--- config.mk ---
export PLATFORM = sky130hd
export DESIGN_NAME = result_accumulator
export DESIGN_NICKNAME = d
export VERILOG_FILES = /design/src/rtl/result_accumulator.sv
export SDC_FILE = /design/constraint.sdc
export NUM_CORES = 1
export LEC_CHECK = 0
export ABC_CLOCK_PERIOD_IN_PS = 2700
export CORE_UTILIZATION = 49
export CTS_CLUSTER_DIAMETER = 200
export DETAILED_ROUTE_END_ITERATION = 10
export PLACE_DENSITY = 0.85
export SYNTH_ARGS = -nofsm -noshare
export SYNTH_HDL_FRONTEND = slang
export SYNTH_SLANG_ARGS = --single-unit
--- constraint.sdc ---
create_clock -name clk -period 2.7 [get_ports clk]
set_input_delay 0.27 -clock clk [delete_from_list [all_inputs] [get_ports clk]]
set_output_delay 0.27 -clock clk [all_outputs]
set_load 0.01 [all_outputs]
--- src/rtl/result_accumulator.sv ---
// Signed saturating accumulator behind the 4-bit add/subtract unit.
// Folds BURST accepted results into a total and offers it on a valid/ready port.
module result_accumulator #(
    parameter int ACC_W = 8,
    parameter int BURST = 4
) (
    input  logic             clk,
    input  logic             reset,
    input  logic             enb,
    input  logic [1:0]       modo,
    input  logic [3:0]       Q,
    input  logic             RCO,
    input  logic             out_ready,
    output logic             busy,
    output logic             out_valid,
    output logic [ACC_W-1:0] out_acc,
    output logic             out_sat,
    output logic [3:0]       op_count
);

    typedef enum logic {
        ST_ACCUM  = 1'b0,
        ST_REPORT = 1'b1
    } state_t;

    localparam logic [3:0] BURST_C = 4'(BURST);

    state_t           state_r;
    logic [ACC_W-1:0] acc_r;
    logic             sat_r;
    logic [3:0]       cnt_r;

    logic [ACC_W:0]   operand_s;
    logic [ACC_W:0]   sum_s;
    logic             ovf_s;
    logic [ACC_W-1:0] clamped_s;
    logic [ACC_W-1:0] load_s;
    logic [3:0]       next_cnt_s;

    // Clamp an ACC_W+1 bit sum to the signed ACC_W range.
    function automatic logic [ACC_W-1:0] sat_clamp(input logic [ACC_W:0] s);
        if (s[ACC_W] != s[ACC_W-1]) begin
            sat_clamp = s[ACC_W] ? {1'b1, {(ACC_W-1){1'b0}}} : {1'b0, {(ACC_W-1){1'b1}}};
        end else begin
            sat_clamp = s[ACC_W-1:0];
        end
    endfunction

    // Operand decode and saturating sum; subtract treats {RCO,Q} as a signed 5-bit value.
    always_comb begin
        operand_s = {(ACC_W+1){1'b0}};
        if (modo == 2'b01) begin
            operand_s = {{(ACC_W-4){RCO}}, RCO, Q};
        end else begin
            operand_s = {{(ACC_W-4){1'b0}}, RCO, Q};
        end
        sum_s      = {acc_r[ACC_W-1], acc_r} + operand_s;
        ovf_s      = sum_s[ACC_W] ^ sum_s[ACC_W-1];
        clamped_s  = sat_clamp(sum_s);
        load_s     = {{(ACC_W-5){1'b0}}, RCO, Q};
        next_cnt_s = cnt_r + 4'd1;
    end

    // Burst state machine together with accumulator, sticky saturation and op counter.
    always_ff @(posedge clk) begin
        if (reset) begin
            state_r <= ST_ACCUM;
            acc_r   <= {ACC_W{1'b0}};
            sat_r   <= 1'b0;
            cnt_r   <= 4'd0;
        end else begin
            case (state_r)
                ST_ACCUM: begin
                    if (enb) begin
                        case (modo)
                            2'b00, 2'b01: begin
                                acc_r <= clamped_s;
                                sat_r <= sat_r | ovf_s;
                                cnt_r <= next_cnt_s;
                                if (next_cnt_s == BURST_C) begin
                                    state_r <= ST_REPORT;
                                end
                            end
                            2'b10: begin
                                acc_r <= load_s;
                                sat_r <= 1'b0;
                                cnt_r <= next_cnt_s;
                                if (next_cnt_s == BURST_C) begin
                                    state_r <= ST_REPORT;
                                end
                            end
                            default: begin
                                acc_r <= {ACC_W{1'b0}};
                                sat_r <= 1'b0;
                                cnt_r <= 4'd0;
                            end
                        endcase
                    end
                end
                ST_REPORT: begin
                    // enb is deliberately ignored here, including on the handshake edge.
                    if (out_ready) begin
                        state_r <= ST_ACCUM;
                        acc_r   <= {ACC_W{1'b0}};
                        sat_r   <= 1'b0;
                        cnt_r   <= 4'd0;
                    end
                end
                default: begin
                    state_r <= ST_ACCUM;
                end
            endcase
        end
    end

    assign busy      = (state_r == ST_REPORT);
    assign out_valid = (state_r == ST_REPORT);
    assign out_acc   = acc_r;
    assign out_sat   = sat_r;
    assign op_count  = cnt_r;

endmodule

# [Word-level counts from Yosys, hierarchy flattened]
# Cells that the tools add are included.
[totals] wordCells=39 inputBits=11 regBits=14 out_inout_bits=15
[op_classes] eq_ne=6 n_reduce_logical=4 addsub=2 bitwise_logic=3 mux=20
[op_table] cell="$mux W8" n=4
[op_table] cell="$pmux W8 S2" n=2
[op_table] cell="$mux W4" n=3
[op_table] cell="$add A9 B9 Y9" n=1
[op_table] cell="$mux W9" n=1
[op_table] cell="$pmux W4 S2" n=1
[op_table] cell="$mux W1" n=7
[op_table] cell="$add A4 B1 Y4 const B" n=1
[op_table] cell="$eq A4 B3 Y1 const B" n=1
[op_table] cell="$ne A2 B2 Y1 const B" n=2
[op_table] cell="$pmux W1 S2" n=2
[op_table] cell="$reduce_or A3 Y1" n=1
[op_table] cell="$eq A2 B1 Y1 const B" n=1
[op_table] cell="$eq A2 B2 Y1 const B" n=1
[op_table] cell="$logic_not A2 Y1" n=1
[op_table] cell="$reduce_and A2 Y1" n=1
[op_table] cell="$reduce_or A2 Y1" n=1
[op_table] cell="$ne A1 B1 Y1" n=1
[op_table] cell="$not A1 Y1" n=1
[op_table] cell="$or A1 B1 Y1" n=1
[op_table] cell="$xor A1 B1 Y1" n=1

# [Logic depth before layout (Yosys ltp)]
[logic_depth] depth_word=8 ltp_mapped=8 mapped_depth_nobuf=8

# [Worst setup path after synthesis]
# No wires, ideal clock.
[synth_path] path_type="input to register" start="input modo[1]" end="register acc_r[0] (netlist: out_acc[0])" setup_ps=103 setup_slack_ps=409 path_stages=8 n_path_buf=1 arrival_time_ps=2188 required_ps=2597 cell_sequence="clkbuf_1 nor2_1 ha_1 nand2_1 or3_4 a41oi_4 o21ai_2 a2111oi_2"
[synth_between] elab_chain_len=8 elab_cells_between_ends=12 classes_between="add/sub: 1; eq/ne: 3; mux: 6; reduce/logical: 2"
[synth_lines] element="start: declaration" line="10" source="input logic [1:0] modo,"
[synth_lines] element="$eq A2 B1 Y1" line="52, 75"
[synth_lines] element="$mux W9" line="52" source="if (modo == 2'b01) begin"
[synth_lines] element="$add A9 B9 Y9" line="57" source="sum_s = {acc_r[ACC_W-1], acc_r} + operand_s;"
[synth_lines] element="$mux W8 or $ne A1 B1 Y1 (tied branches)" line="43, 42"
[synth_lines] element="$mux W8" line="42" source="if (s[ACC_W] != s[ACC_W-1]) begin"
[synth_lines] element="$pmux W8 S2 (*)" line="75" source="case (modo)"
[synth_lines] element="$mux W8 (*)" line="74" source="if (enb) begin"
[synth_lines] element="$pmux W8 S2 (*)" line="72" source="case (state_r)"
[synth_lines] element="end signal: assignment" line="68" source="acc_r <= {ACC_W{1'b0}};"
[synth_lines] element="end signal: assignment" line="77" source="acc_r <= clamped_s;"
[synth_lines] element="end signal: assignment" line="85" source="acc_r <= load_s;"
[synth_lines] element="end: declaration" line="29" source="logic [ACC_W-1:0] acc_r;"
# Every way passes the cells marked *; elsewhere a longest branch is shown, timed or not. The select of a mux whose other input is x is not followed.
# A chain may end at the register's enable or synchronous reset.

# [Worst setup path after layout]
[layout_path] start="input modo[0]" end="register acc_r[3] (netlist: out_acc[3])"
# Same word-level chain as after synthesis.

==> run summary <==
VDD IR max: 377 uV
top cells by count, synth: 19 x a21oi_1, 14 x dfxtp_1, 13 x nand2_1
layout cells sized above 1: 16.8%
min Tclk post-route: 2.51 ns
# rows: 17
Final Skew: 0.0106 ns
power density over the cells: 384 mW/mm^2
clk slew on worst S/H paths: 0.10 ns
clock share of power: 26.2%
Async S/R FF share, synth: 0%
dpl hpwl: 2380 um
Post-DRT Antenna Nets: 0
sequential cell area: 280 sq um
kind of critical path: in2reg
Slew HR: 60.8%
H-tree levels: 1
Unique masters post-synth: 42
Synth warnings: 0
hold_buf cts: 0
clock tree sinks: 14
f_max: 398 MHz
crit path launch type: input port
worst path required time: 2.90 ns
sw power: 0.193 mW
first-pass GRT wire length: 5390 um
crit path max fanout: 6
Worst Hold Class: reg2reg
starting density of the core: 51.6%
# diodes: 0
placed cell area: 0.00152 sq mm
slowest stage delay, CP: 0.49 ns
DRT Pass-1 Iters: 4
dpl ws: -0.0379 ns
# DRC: 0
vias in the first global route: 1,271
gp weighted congestion: 0.872
Layout Area Growth over Synthesis: 36.6%
post-synth top area share: 24.5%
Int Power: 0.406 mW
postcts setup bufs: 0
most common cell in the synthesized netlist: a21oi_1
TritonCTS buffer count: 3
Synth area leader: dfxtp_1
outcome: finished, final reports clean
min-delay src: out_acc[7]
Layout Nets: 201
worst-case clock buffer depth: 2
final hold vios: 0
static leakage: 0.607 nW
multi-input logic area: 827 sq um
RSZ-0062 raised after global routing: no
1st-iter DRT viols: 34
final instance area: 0.00156 sq mm
Tot GR Track Use: 27.9%
# fillers: 188
Worst path slowest cell: clkdlybuf4s50_1
num ports: 26
Max Cap Viol: 0
register area share after synthesis: 24.5%
final worst slack: 0.189 ns
grt total ovfl: 0
crit share post-route: 93.0%
port buffer count: 25
initial antenna violation count: 0
Core Region: 0.00221 sq mm
CP startpoint: modo[0]
Worst-Margin Slew: 0.586 ns
CP Capture Type: register
synth top area cells: dfxtp_1 25%, ha_1 9.9%, a21oi_1 8.3%
Vias/cell: 6.06
number of synthesized flops with an enable pin: 0
top_reg_cell synth: dfxtp_1
Syn Std Cell Area: 0.00114 sq mm
Post-Syn Area per Cell: 8.22 sq um
Worst-Skew Late Latency: 0.29 ns
RR Startpoint: out_acc[1]
Gate power share: 35.4%
die area: 0.00253 sq mm
CTS-repair resized insts: 0
# setup viols final: 0
largest net degree at the start of global routing: 15
Vias: 1,255
wire per inst: 15.9 um
Die H: 50.3 um
syn_nets: 160
Sw Share: 32.2%
Max Slew Vio Count: 0
setup tns final: 0 ns
Reg power frac: 38.4%
TritonCTS clock tree: built
Seq cells post-synth: 14
CP cell instances: clkdlybuf4s50_1 -> nand2_1 -> nor2_1 -> buf_4 -> ha_1 -> nor2b_1 -> nand2_1 -> o221ai_1 -> nor3_1 -> buf_4 -> a221oi_1
CTS root buf: clkbuf_4
final WL: 3300 um
chip width: 50.3 um
CP arrival: 2.71 ns
Post-Synthesis Cells: 139
-- power by group through the flow --
stage	clock (mW)	combinational [mW]	sequential, mW
3_5_place_dp	0	0.206	0.234
6_report	0.157	0.212	0.230
5_1_grt	0.166	0.230	0.232
2_1_floorplan	0	0.113	0.238
4_1_cts	0.159	0.209	0.230
3_3_place_gp	0	0.199	0.234
-- area by class of cell --
| type | instances | area share (%) |
|---|---|---|
| timing repair buffer | 41 | 23.7 |
| sequential | 14 | 18.0 |
| inverter | 3 | 0.722 |
| multi-input combinational | 117 | 53.0 |
| clock buffer | 4 | 2.33 |
| tap | 28 | 2.25 |
-- path summary, 6_finish.rpt --
kind | end | slack [ns] | cells past startpoint
max | out_acc[3] | 0.19 | 11
min | out_acc[7] | 0.50 | 2
max reg2reg | out_acc[3] | 0.30 | 7
min reg2reg | out_acc[7] | 0.50 | 2
-- sequential cells by signal, indices dropped and copies added, names as in the netlist --
signal / count
out_acc: 8
op_count: 4
out_sat: 1
busy: 1
-- routing by layer --
| metal | track usage [%] | share of wire [%] | routed length (um) |
|---|---|---|---|
| met1 | 32.1 | 41 | 1350 |
| met3 | 6.06 | 6.5 | 215 |
| met4 | 9.52 | 2.6 | 86 |
| met2 | 50.0 | 50 | 1650 |
| met5 | 0 | 0 | 0 |
-- stage by stage --
stage	hold slack, ns	cells	utilization (%)	total power [mW]
finish	0.502	207	70.5	0.598
global route	0.536	207	70.5	0.628
CTS	0.511	207	70.5	0.598
detailed placement	0.494	203	68.9	0.440
global placement	0.485	203	68.9	0.433
floorplan	0.436	139	-	0.351
-- worst max-delay path, delay by kind of cell --
family	cells	cell delay (ns)
buffers and inverters	3	0.84
AO/OA/AOI/OAI	2	0.74
AND/OR/NAND/NOR	5	0.71
adder cells (fa/ha/maj)	1	0.15
-- placed cells by master, fill, tap and decap left out, types with 2 or more instances in the layout --
master | synthesis | routed
a21o_1 | 3 | 3
a311oi_1 | 3 | 3
nor3_1 | 2 | 2
nand2_1 | 13 | 13
xor2_1 | 3 | 3
nor2_1 | 10 | 10
and2_0 | 2 | 2
dfxtp_1 | 14 | 14
o211ai_1 | 4 | 4
clkbuf_4 | 0 | 3
a21oi_1 | 19 | 19
nand2b_1 | 8 | 8
clkdlybuf4s50_1 | 0 | 25
a221oi_1 | 4 | 4
buf_4 | 1 | 16
a211oi_1 | 2 | 2
o21ai_0 | 2 | 2
inv_1 | 3 | 3
or2_2 | 4 | 4
nor2b_1 | 4 | 4
ha_1 | 9 | 9
a22oi_1 | 5 | 5
-- logic make-up (layout without fill, tap and decap cells) --
family | Yosys count | in the layout | share of synthesized area (%)
AO/OA/AOI/OAI | 54 | 54 | 34.9
XOR/XNOR | 4 | 4 | 3.07
adder cells (fa/ha/maj) | 10 | 10 | 11.6
buffers and inverters | 8 | 48 | 3.07
flip-flops | 14 | 14 | 24.5
multiplexers | 1 | 1 | 0.876
AND/OR/NAND/NOR | 48 | 48 | 21.9
Power figures use the tool's default switching activity.
